==> config.mk <==
export PLATFORM = sky130hd
export DESIGN_NAME = uart_rx_async
export DESIGN_NICKNAME = d
export VERILOG_FILES = /design/src/rtl/uart_pkg.sv /design/src/rtl/uart_rx_sync.sv /design/src/rtl/uart_rx_async.sv
export SDC_FILE = /design/constraint.sdc
export NUM_CORES = 1
export LEC_CHECK = 0
export CAP_MARGIN = 5
export CORE_MARGIN = 1
export CORE_UTILIZATION = 40
export CTS_BUF_LIST = sky130_fd_sc_hd__clkbuf_8
export CTS_CLUSTER_DIAMETER = 30
export DETAILED_ROUTE_END_ITERATION = 6
export GPL_TIMING_DRIVEN = 0
export PLACE_DENSITY = 0.72
export RECOVER_POWER = 50
export SLEW_MARGIN = 25
export SYNTH_ARGS = -nofsm -noshare
export SYNTH_HDL_FRONTEND = slang
export SYNTH_HIERARCHICAL = 1
export SYNTH_SLANG_ARGS = --single-unit
==> constraint.sdc <==
create_clock -name clk -period 3.77 [get_ports clk]
set_input_delay 0.754 -clock clk [delete_from_list [all_inputs] [get_ports clk]]
set_output_delay 0.754 -clock clk [all_outputs]
set_load 0.03 [all_outputs]
==> src/rtl/uart_pkg.sv <==
// uart_pkg: shared receive-state encodings and sample-point constants
package uart_pkg;
  typedef enum logic [2:0] {RX_IDLE, RX_START, RX_DATA, RX_PARITY, RX_STOP} rx_state_t;
  localparam logic [3:0] SAMP_MID = 4'd7;
  localparam logic [3:0] SAMP_END = 4'd15;
endpackage

==> src/rtl/uart_rx_sync.sv <==
// uart_rx_sync: 2-flop synchronizer for rx plus falling-edge detect
module uart_rx_sync
  import uart_pkg::*;
(
  input  logic clk,
  input  logic aresetn,
  input  logic rx,
  output logic rx_s,
  output logic rx_fall
);
  logic s1;
  logic [1:0] vld;
  logic hist;
  // history only arms after a genuinely sampled high, so a line low at reset release is no edge
  always_ff @(posedge clk or negedge aresetn)
    if (!aresetn) begin
      s1   <= 1'b1;
      rx_s <= 1'b1;
      vld  <= 2'b00;
      hist <= 1'b0;
    end else begin
      s1   <= rx;
      rx_s <= s1;
      vld  <= {vld[0], 1'b1};
      hist <= vld[1] & rx_s;
    end
  assign rx_fall = hist & ~rx_s;
endmodule

==> src/rtl/uart_rx_async.sv <==
// uart_rx_async: 16x-oversampled UART receiver delivering to a holding register or an RX FIFO
module uart_rx_async
  import uart_pkg::*;
#(
  parameter bit RX_FIFO = 1'b0
) (
  input  logic       clk,
  input  logic       aresetn,
  input  logic       baud_16x,
  input  logic       rx,
  input  logic       bit8,
  input  logic       parity_en,
  input  logic       odd_n_even,
  input  logic       clear_rxrdy,
  input  logic       clear_errors,
  input  logic       fifo_full,
  output logic [7:0] rx_byte,
  output logic       rxrdy,
  output logic       parity_err,
  output logic       framing_err,
  output logic       overflow,
  output logic       fifo_write_n
);
  logic rx_s, rx_fall;
  rx_state_t state;
  logic [3:0] samp_cnt, bit_cnt;
  logic [7:0] sh;
  logic par, perr_pending;
  logic last_bit, busy;
  uart_rx_sync u_sync (
    .clk     (clk),
    .aresetn (aresetn),
    .rx      (rx),
    .rx_s    (rx_s),
    .rx_fall (rx_fall)
  );
  assign last_bit = bit_cnt == (bit8 ? 4'd7 : 4'd6);
  // a clear in the same cycle as a delivery frees the slot, so the delivery wins
  assign busy = RX_FIFO ? fifo_full : (rxrdy & ~clear_rxrdy);
  always_ff @(posedge clk or negedge aresetn)
    if (!aresetn) begin
      state        <= RX_IDLE;
      samp_cnt     <= '0;
      bit_cnt      <= '0;
      sh           <= '0;
      par          <= 1'b0;
      perr_pending <= 1'b0;
      rx_byte      <= '0;
      rxrdy        <= 1'b0;
      parity_err   <= 1'b0;
      framing_err  <= 1'b0;
      overflow     <= 1'b0;
      fifo_write_n <= 1'b1;
    end else begin
      fifo_write_n <= 1'b1;
      if (clear_rxrdy) rxrdy <= 1'b0;
      if (clear_errors) {parity_err, framing_err, overflow} <= 3'b000;
      case (state)
        RX_IDLE:
          if (rx_fall) begin
            state    <= RX_START;
            samp_cnt <= '0;
          end
        RX_START:
          if (baud_16x) begin
            samp_cnt <= samp_cnt + 4'd1;
            if (samp_cnt == SAMP_MID) begin
              state        <= rx_s ? RX_IDLE : RX_DATA;
              samp_cnt     <= '0;
              bit_cnt      <= '0;
              par          <= 1'b0;
              perr_pending <= 1'b0;
            end
          end
        RX_DATA:
          if (baud_16x) begin
            samp_cnt <= samp_cnt + 4'd1;
            if (samp_cnt == SAMP_END) begin
              sh[bit_cnt[2:0]] <= rx_s;
              par              <= par ^ rx_s;
              bit_cnt          <= bit_cnt + 4'd1;
              if (last_bit) state <= parity_en ? RX_PARITY : RX_STOP;
            end
          end
        RX_PARITY:
          if (baud_16x) begin
            samp_cnt <= samp_cnt + 4'd1;
            if (samp_cnt == SAMP_END) begin
              perr_pending <= rx_s ^ par ^ odd_n_even;
              state        <= RX_STOP;
            end
          end
        RX_STOP:
          if (baud_16x) begin
            samp_cnt <= samp_cnt + 4'd1;
            if (samp_cnt == SAMP_END) begin
              state <= RX_IDLE;
              if (!rx_s) framing_err <= 1'b1;
              if (perr_pending) parity_err <= 1'b1;
              if (busy) overflow <= 1'b1;
              else begin
                rx_byte <= {bit8 & sh[7], sh[6:0]};
                if (RX_FIFO) fifo_write_n <= 1'b0;
                else rxrdy <= 1'b1;
              end
            end
          end
        default: state <= RX_IDLE;
      endcase
    end
endmodule

==> reports/qor.yml <==
sta:
  hold_ws_ns: 0.3515
  setup-tns-final_ns: 0
  setup_viol: 0
  rsz0062_at_grt: "no"
  hold_viol: 0
  clock_skew_ns: 0.005639
  slew_viol_final: 0
  min_period_ns: 2.309
  fin_crit_sh_pct: 61.24
  max_freq_ghz: 0.4331
  tightest_slew_ns: 1.211
  slew_headroom_pct: 19.24
routing:
  drt-total-wl_um: 3231
  antenna_left: 0
  viasPerCell: 5.276
  drc: 0
  routedWlPerCell_um: 12.92
  dr_total_vias: 1319
  firstDrtPassIters: 4
  drt_iter0_markers: 89
grt:
  grt_start_max_net_pins: 24
  grtUsageTotal_pct: 15.24
  first_global_vias: 1299
  grt_pass1_wl_um: 5954
  grt-ovfl-total: 0
  antenna_found_initial: 0
critical_path:
  crit_fanout: 7
  worstPathRequired_ns: 3.95
  cp.arrival_ns: 2.49
  startpoint_type: "input port"
  endpoint_kind: "flop"
  path_class: "input port to flop"
die:
  die_h_um: 70.18
  initial_utilization_pct: 42.12
  ios: 23
  rows: 24
  die-area_um2: 4925
  core_area_um2: 4414
  die_w_um: 70.18
synth:
  syn_inst: 169
  syn_area_per_cell_um2: 11.00
  ys_types: 50
  synthAdderAreaFrac_pct: 1.346
  synth-simple-area-share_pct: 18.64
  syn_area_um2: 1859
  synth_edf_count: 0
  synthXorXnorAreaFrac_pct: 2.826
  synth.most_common_cell: "dfrtp_1"
  yosysTopAreaCell: "dfrtp_1"
  ys_seq_area_share_pct: 51.28
  synthFlopType: "dfrtp_1"
  synth_seq_cells: 38
  synth_compound_area_share_pct: 12.18
  yosys_warnings: 6
  ys_top_cells_by_count: "36 x dfrtp_1, 11 x mux2_1, 9 x nand2_1"
  synth.net_count: 181
  synth_top_family_by_area: "simple AND/OR/NAND/NOR gates"
  synth.top_cell.area_share_pct: 48.45
  yosys-top-cells-area: "dfrtp_1 48%, mux2_1 6.7%, dfstp_2 2.8%, mux2_2 2.4%, nand4b_1 2.4%"
  muxShareOfSynthArea_pct: 9.085
  synthArstFlopShare_pct: 100.0
cells_and_area:
  area.sequential_um2: 953.4
  fillers: 427
  nets: 209
  diodes: 0
  multi_input_area_um2: 820.8
  finalCoreUtilization_pct: 50.09
  areaGrowthSynthToFinish_pct: 18.91
  final_area_um2: 2211
  layout-drive-gt1-share_pct: 11.11
place:
  dp_hpwl_um: 2345
  portBuffers: 20
  gp_congestion: 0.7950
  place_area_um2: 2147
clock_tree:
  clk_latency_ns: 0.29
  clock_sink_count: 38
  cts_hold_buf: 0
  cts_tree: "done"
  cts_buffers: 5
  cts_resized: 0
  cts_setup_buffers: 0
  ctsLongestPathBuffers: 2
  cts-root-buf: "clkbuf_8"
  cts_max_level: 2
  clkTransAtPathRegs_ns: 0.07
pwr:
  power_density_nw_per_um2: 478.7
  power.leakage_nw: 0.9749
  ir_drop_uv: 211.7
outcome:
  outcome: "finished, final reports clean"
flow_run:
  max_cap_violations: 0
min_path:
  hold_path_class: "flop to flop"
==> worst max-delay path, stage by stage <==
cell             delay [ns]
clkdlybuf4s50_1        0.54
and4_1                 0.19
buf_2                  0.17
nand2_2                0.12
nor4b_1                0.34
mux2_2                 0.38
==> layer usage <==
metal	wire length (um)	vias up	track usage, %
li1	-	657	-
met1	1613	632	20.00
met2	1425	25	23.72
met3	129	5	4.473
met4	63	0	6.000
met5	0	-	0
==> flip-flops by register name (all words and copies together) (netlist names) <==
signal / count
bit_cnt: 4
framing_err: 1
overflow: 1
par: 1
parity_err: 1
perr_pending: 1
rx_byte: 8
rxrdy: 1
samp_cnt: 4
sh: 8
state: 3
u_sync/hist: 1
u_sync/rx_s: 1
u_sync/s1: 1
u_sync/vld: 2
==> cell type report <==
type | count | area share (%)
inverter | 8 | 1.358
multi-input combinational | 112 | 37.13
buffer | 11 | 2.207
timing repair buffer | 21 | 8.942
tap | 52 | 2.943
clock buffer | 6 | 3.735
clock inverter | 2 | 0.5659
sequential | 38 | 43.12
==> cell families (layout without fill, tap and decap cells) <==
kind of cell	count (synthesis)	after routing
simple gates	55	55
xor+xnor	6	6
fa+ha+maj	2	2
flops	38	38
mux	15	15
buf+inv	19	48
other cells	2	2
compound gates	32	32
==> power breakdown <==
part           internal [W]  switching, W  leakage (nW)
logic              0.000121      0.000153         0.424
clock network      0.000147      0.000144        0.0472
registers          0.000446     0.0000469         0.503
==> path summary, 6_finish.rpt <==
path	from	to	slack [ns]	depth (start not counted)
min	u_sync/vld[0]	u_sync/vld[1]	0.35	0
max	baud_16x	sh[2]	1.46	6
min reg2reg	u_sync/vld[0]	u_sync/vld[1]	0.35	0
min in group asynchronous	aresetn	sh[3]	0.53	1
max in group asynchronous	aresetn	u_sync/hist	1.66	2
max reg2reg	samp_cnt[0]	sh[2]	1.80	6
==> per-stage QoR <==
stage / instances / setup slack [ns] / total power, W
finish: 250 / 1.461 / 0.001058
global route: 250 / 1.269 / 0.001128
CTS: 250 / 1.430 / 0.001076
detailed placement: 242 / 1.115 / 0.0007814
global placement: 241 / 1.049 / 0.0007721
floorplan: 169 / 1.907 / 0.0007081
==> cells in the final DEF (no fill, tap or decap), types with 3 or more instances in the layout <==
master and count:
clkdlybuf4s50_1 18, nand4b_1 5, nor2_1 5, mux2_1 11, nand2b_1 3, buf_2 3, clkbuf_1 9, nor2b_1 3
o22ai_1 3, xnor2_1 5, inv_1 8, a211oi_1 3, nor4b_1 4, nand3_1 7, mux2_2 4, o21ai_1 3
nand2_1 9, o21ai_0 7, dfrtp_1 36, clkbuf_8 6
Note: power is estimated with default switching activity, not from simulation.
